===== config.mk =====
export PLATFORM = sky130hd
export DESIGN_NAME = irq_trap_ctrl
export DESIGN_NICKNAME = d
export VERILOG_FILES = /design/src/rtl/irq_trap_ctrl.sv
export SDC_FILE = /design/constraint.sdc
export NUM_CORES = 1
export LEC_CHECK = 0
export CAP_MARGIN = 25
export CELL_PAD_IN_SITES_DETAIL_PLACEMENT = 0
export CELL_PAD_IN_SITES_GLOBAL_PLACEMENT = 1
export CORE_MARGIN = 1
export CORE_UTILIZATION = 30
export CTS_CLUSTER_DIAMETER = 30
export DETAILED_ROUTE_END_ITERATION = 16
export PLACE_DENSITY = 0.85
export SYNTH_ARGS = -nofsm -noshare
export SYNTH_HDL_FRONTEND = slang
export SYNTH_SLANG_ARGS = --single-unit

===== constraint.sdc =====
create_clock -name clk_i -period 2.7 [get_ports clk_i]
set_clock_uncertainty 0.1 [all_clocks]
set_input_delay 0.54 -clock clk_i [delete_from_list [all_inputs] [get_ports clk_i]]
set_output_delay 0.54 -clock clk_i [all_outputs]
set_load 0.01 [all_outputs]

===== src/rtl/irq_trap_ctrl.sv =====
// Machine-mode interrupt/trap sequencer: arbitrates CLINT/external interrupts,
// drains the pipeline, writes mepc/mcause/mstatus and redirects fetch; also sequences mret.
module irq_trap_ctrl #(
   parameter int XLEN         = 32,
   parameter bit MTVEC_VEC_EN = 1'b1
) (
   input  logic            clk_i,
   input  logic            rst_i,
   input  logic            timer_irq_i,
   input  logic            software_irq_i,
   input  logic            ext_irq_i,
   input  logic [XLEN-1:0] mstatus_i,
   input  logic [XLEN-1:0] mie_i,
   input  logic [XLEN-1:0] mtvec_i,
   input  logic [XLEN-1:0] mepc_i,
   input  logic            ex_valid_i,
   input  logic [XLEN-1:0] ex_pc_i,
   input  logic            mret_i,
   input  logic            mem_busy_i,
   output logic            hold_o,
   output logic            flush_o,
   output logic [XLEN-1:0] redirect_pc_o,
   output logic            csr_we_o,
   output logic [11:0]     csr_waddr_o,
   output logic [XLEN-1:0] csr_wdata_o,
   output logic [XLEN-1:0] mip_o,
   output logic [2:0]      dbg_state_o
);

   typedef enum logic [2:0] {
      S_IDLE     = 3'd0,
      S_DRAIN    = 3'd1,
      S_WMEPC    = 3'd2,
      S_WMCAUSE  = 3'd3,
      S_WMSTATUS = 3'd4,
      S_MRET     = 3'd5,
      S_REDIR    = 3'd6
   } state_t;

   localparam logic [11:0] CSR_MSTATUS = 12'h300;
   localparam logic [11:0] CSR_MEPC    = 12'h341;
   localparam logic [11:0] CSR_MCAUSE  = 12'h342;

   state_t          state_q, state_d;
   logic [3:0]      cause_q, cause_d;
   logic [XLEN-1:0] pc_q, pc_d;
   logic            hold_q, hold_d;
   logic            flush_q, flush_d;
   logic            we_q, we_d;
   logic [11:0]     waddr_q, waddr_d;
   logic [XLEN-1:0] wdata_q, wdata_d;
   logic [XLEN-1:0] redir_q, redir_d;

   logic [XLEN-1:0] pend;
   logic            take;
   logic [3:0]      irq_cause;
   logic [XLEN-1:0] mcause;
   logic [XLEN-1:0] trap_mstatus;
   logic [XLEN-1:0] mret_mstatus;
   logic [XLEN-1:0] tvec_base;
   logic [XLEN-1:0] trap_target;

   always_comb begin
      mip_o     = '0;
      mip_o[11] = ext_irq_i;
      mip_o[7]  = timer_irq_i;
      mip_o[3]  = software_irq_i;
   end

   assign pend = mip_o & mie_i;
   assign take = ex_valid_i & mstatus_i[3] & (|pend);

   // Fixed priority: external, then software, then timer.
   always_comb begin
      if (pend[11])     irq_cause = 4'd11;
      else if (pend[3]) irq_cause = 4'd3;
      else              irq_cause = 4'd7;
   end

   assign mcause = {1'b1, {(XLEN-5){1'b0}}, cause_q};

   always_comb begin
      trap_mstatus        = mstatus_i;
      trap_mstatus[7]     = mstatus_i[3];
      trap_mstatus[3]     = 1'b0;
      trap_mstatus[12:11] = 2'b11;
      mret_mstatus        = mstatus_i;
      mret_mstatus[3]     = mstatus_i[7];
      mret_mstatus[7]     = 1'b1;
      mret_mstatus[12:11] = 2'b11;
   end

   // mtvec modes 2 and 3 fall back to direct.
   assign tvec_base = {mtvec_i[XLEN-1:2], 2'b00};
   always_comb begin
      if (MTVEC_VEC_EN && (mtvec_i[1:0] == 2'b01))
         trap_target = tvec_base + {{(XLEN-6){1'b0}}, cause_q, 2'b00};
      else
         trap_target = tvec_base;
   end

   always_comb begin
      state_d = state_q;
      cause_d = cause_q;
      pc_d    = pc_q;
      flush_d = 1'b0;
      we_d    = 1'b0;
      waddr_d = waddr_q;
      wdata_d = wdata_q;
      redir_d = redir_q;
      case (state_q)
         S_IDLE: begin
            if (take) begin
               cause_d = irq_cause;
               pc_d    = ex_pc_i;
               state_d = S_DRAIN;
            end else if (ex_valid_i && mret_i) begin
               pc_d    = mepc_i;
               we_d    = 1'b1;
               waddr_d = CSR_MSTATUS;
               wdata_d = mret_mstatus;
               state_d = S_MRET;
            end
         end
         S_DRAIN: begin
            if (!mem_busy_i) begin
               we_d    = 1'b1;
               waddr_d = CSR_MEPC;
               wdata_d = pc_q;
               state_d = S_WMEPC;
            end
         end
         S_WMEPC: begin
            we_d    = 1'b1;
            waddr_d = CSR_MCAUSE;
            wdata_d = mcause;
            state_d = S_WMCAUSE;
         end
         S_WMCAUSE: begin
            we_d    = 1'b1;
            waddr_d = CSR_MSTATUS;
            wdata_d = trap_mstatus;
            state_d = S_WMSTATUS;
         end
         S_WMSTATUS: begin
            flush_d = 1'b1;
            redir_d = trap_target;
            state_d = S_REDIR;
         end
         S_MRET: begin
            flush_d = 1'b1;
            redir_d = pc_q;
            state_d = S_REDIR;
         end
         S_REDIR: state_d = S_IDLE;
         default: state_d = S_IDLE;
      endcase
      hold_d = (state_d != S_IDLE);
   end

   // Outputs are registered against the next state so they line up with it.
   always_ff @(posedge clk_i or negedge rst_i) begin
      if (!rst_i) begin
         state_q <= S_IDLE;
         cause_q <= '0;
         pc_q    <= '0;
         hold_q  <= 1'b0;
         flush_q <= 1'b0;
         we_q    <= 1'b0;
         waddr_q <= '0;
         wdata_q <= '0;
         redir_q <= '0;
      end else begin
         state_q <= state_d;
         cause_q <= cause_d;
         pc_q    <= pc_d;
         hold_q  <= hold_d;
         flush_q <= flush_d;
         we_q    <= we_d;
         waddr_q <= waddr_d;
         wdata_q <= wdata_d;
         redir_q <= redir_d;
      end
   end

   assign hold_o        = hold_q;
   assign flush_o       = flush_q;
   assign redirect_pc_o = redir_q;
   assign csr_we_o      = we_q;
   assign csr_waddr_o   = waddr_q;
   assign csr_wdata_o   = wdata_q;
   assign dbg_state_o   = state_q;

endmodule


==> impl_summary.md <==
Placement
Port buffering added between 200 and 250 buffers. The detailed placer's ending HPWL is approximately 15,000 um. Routability-driven placement finished with a final weighted congestion of between 0.8 and 0.9.

Once placement finished, the instance area stood at 8580 sq um.

Global route
The number of antenna violations at the first check in global routing was 1. The sum of overflow across all layers after global routing is 0. The first global-routing pass estimated about 29,000 um of wire. The maximum number of pins on one net before global-route repair is 58. The via count of the first global-routing pass is 5,226. The overall global routing resource usage is 0.187.

Clocking
CTS saw ~110 sinks. The cell at the root of the clock tree is clkbuf_16. The post-cts sizing count is 0. The clock latency on the worst-skew pair is between 0.3 and 0.4 ns. CTS built an H-tree with a depth of 3. The hold buffer count at CTS is 0.

In this run the post-CTS setup repair buffer count came out at 0. Clock-pin slew was measured on the worst setup and hold paths at roughly 0.070 ns. Clock tree synthesis inserted a total of 9 buffers. The clock passes through at most 2 buffers. TritonCTS built the clock tree.

Die
The die is approximately 140 um tall. The cell row count is 51. The core area is approximately 20,000 sq um. The number of primary I/O pins is about 280. The area of the die is between 20,000 and 25,000 sq um. For this configuration, the core starts out at a cell density of 0.309. In this run the horizontal extent of the chip is around 140 um.

Critical path
The critical path data required time is about 2.8 ns. STA classifies the critical path startpoint as a primary input. The sort of element at the end of the critical path is a flop. At the worst endpoint, the arrival time is roughly 2.6 ns. The kind of critical path is in -> reg.

The largest fanout of any net on the critical path is 8.

Power
Summed over all cells, the static leakage comes to roughly 0.0038 uW. The cell-internal power is between 5000 and 6000 uW. The total chip power is about 8300 uW.

The share of total power dissipated in sequential elements is 0.358. Of the total power, the clock network draws 0.162. The switching share of total power is 0.378. Across the VDD grid, the largest voltage drop is about 0.00031 V. The analysis attributes to net switching a power of roughly 3100 uW. Of the total power, combinational logic draws 0.480. For this design the ratio of total power to cell area is 933 nW/um^2.

Timing
The relative slew slack is 0.619. The number of failing hold endpoints at the final stage is 0. Dividing the final minimum period by the clock period gives 0.910.

The shortest clock period the worst path allows after layout is ~2.5 ns. The slew at the pin closest to its max-slew limit is 0.571 ns. For this run, the top clock speed supported by timing is a little over 0.4 GHz. Setup repair after global routing left no endpoint under its margin.

The final max-slew violation count came to 0. The number of failing setup endpoints in the final timing report is 0.

Synth
By area the synthesized netlist is led by dfrtp_1, mux2i_1, buf_4. The synthesized area per cell is approximately 9.6 sq um. In this run, synthesis produced a sequential element count of 109. In the synthesized netlist the dominant register cell turns out to be dfrtp_1.

The distinct cell type count of the synthesized netlist is 58. The number of warnings issued by yosys is 0. In this run, synthesis inferred 0 flip-flops with an integrated enable. Of the post-synthesis cell area, the dominant cell type holds 0.451. In the synthesized netlist the async set-or-reset flop fraction comes to 1.00. Summing every instance area after synthesis gives 6050 sq um.

The largest total area in the synthesized netlist belongs to dfrtp_1. By count the netlist is led by dfrtp_1, nand2_1, o21ai_0. Of the synthesized area, sequential elements account for 0.451. The most numerous cell in the Yosys netlist is dfrtp_1. The synthesized instance count is about 630.

Drt
The detail route stage leaves a number of antenna-violating nets equal to 0. In the routed layout, each cell is associated on average with a via count of around 4.8. The first detailed-routing pass ran for 4 iterations. After detailed routing, the number of remaining DRC violations is 0. After detailed routing, the average wire length per cell comes to roughly 17 um. The final layout contains routed wiring with a total length of between 15,000 and 20,000 um. The first routing iteration left 310 violations. The detailed router placed about 5,400 vias in this run.

Final layout
The ratio of cells with drive above 1 in the final layout is 0.0880. With fillers left out, the area of the finished cells amounts to just under 9000 sq um. The number of antenna diodes in the final layout is 0. The final layout contains ~1,000 nets. Compared with the post-synthesis result, the final layout area differs by 46.8%.

Outcome
The run finished with clean final reports.

Worst hold path
The path class of the tightest hold or removal check is in -> async.

Flow run
The count of max-cap constraint violations is 0.
cell type report:
| type | instances | area (sq um) |
|---|---|---|
| timing repair buffer | 259 | 2530 |
| multi-input combinational | 471 | 2960 |
| fill | 1919 | 10700 |
| inverter | 9 | 33.8 |
| sequential | 109 | 2730 |
| clock buffer | 9 | 225 |
| clock inverter | 7 | 75.1 |
| tap | 265 | 332 |
path summary, 6_finish.rpt:
path,from,endpoint,slack [ns],cells after the start
max,mtvec_i[2],redirect_pc_o[10]$_DFFE_PN0P_,0.24,9
min reg2reg,redirect_pc_o[10]$_DFFE_PN0P_,redirect_pc_o[10]$_DFFE_PN0P_,0.37,2
min,rst_i,csr_wdata_o[30]$_DFFE_PN0P_,0.08,1
max reg2reg,cause_q[1]$_DFFE_PN0P_,redirect_pc_o[10]$_DFFE_PN0P_,0.42,8
max in group asynchronous,rst_i,csr_wdata_o[6]$_DFFE_PN0P_,1.71,2
min in group clk_i,redirect_pc_o[10]$_DFFE_PN0P_,redirect_pc_o[10]$_DFFE_PN0P_,0.37,2
state kept, by name, indices dropped and copies added (netlist names):
| signal | cells |
|---|---|
| cause_q | 3 |
| csr_waddr_o | 4 |
| csr_wdata_o | 32 |
| csr_we_o | 1 |
| dbg_state_o | 3 |
| flush_o | 1 |
| hold_o | 1 |
| pc_q | 32 |
| redirect_pc_o | 32 |
routing by layer:
metal	track usage	vias up	part of all wire
li1	-	2660	-
met1	0.260	2566	0.46
met2	0.290	192	0.46
met3	0.0371	14	0.068
met4	0.0582	0	0.016
met5	0	-	0
layout by cell type (no fill, tap or decap), types with 24 or more instances in the layout:
| master | n |
|---|---|
| clkdlybuf4s50_1 | 213 |
| dfrtp_1 | 109 |
| nand2_1 | 66 |
| o21ai_0 | 57 |
| buf_4 | 42 |
| mux2i_1 | 41 |
| conb_1 | 36 |
| nor2_1 | 30 |
| a221o_1 | 28 |
| and2_1 | 26 |
| a21oi_1 | 24 |
power by group through the flow:
stage | Sequential, uW | Combinational (uW) | Clock, uW
finish | 2960 | 3980 | 1340
global placement | 2990 | 3950 | 0
CTS | 2980 | 4040 | 1390
floorplan | 2990 | 1940 | 0
detailed placement | 3000 | 4030 | 0
global route | 3070 | 4400 | 1450
logic make-up after synthesis:
family	Yosys count	share of synthesized area
and+or+nand+nor	208	0.176
AOI/OAI and AO/OA	158	0.173
DFF	109	0.451
buffers and inverters	88	0.0844
muxes	48	0.0809
xor gates and xnor gates	16	0.0232
adders and majority gates	5	0.0116
other	1	0.000620
through the flow:
step                TNS [ns]   util  worst slack [ns]  std cells  hold WS (ns)
global route               0  0.453            0.0928       1129         0.104
detailed placement    -0.997  0.438            -0.142       1113         0.361
CTS                        0  0.453             0.227       1129        0.0930
global placement      -0.443  0.438           -0.0956       1113         0.354
finish                     0  0.453             0.242       1129        0.0821
floorplan                  0      -             0.277        668         0.144
worst max-delay path, cell delays in order:
cell and delay [ns]:
clkdlybuf4s50_1 0.43, ha_1 0.24, fa_1 0.40, a21o_1 0.21, a21oi_1 0.14, buf_4 0.17
nor4_1 0.06, o311ai_0 0.30, nand2_1 0.09
(Power assumes the default switching activity.)
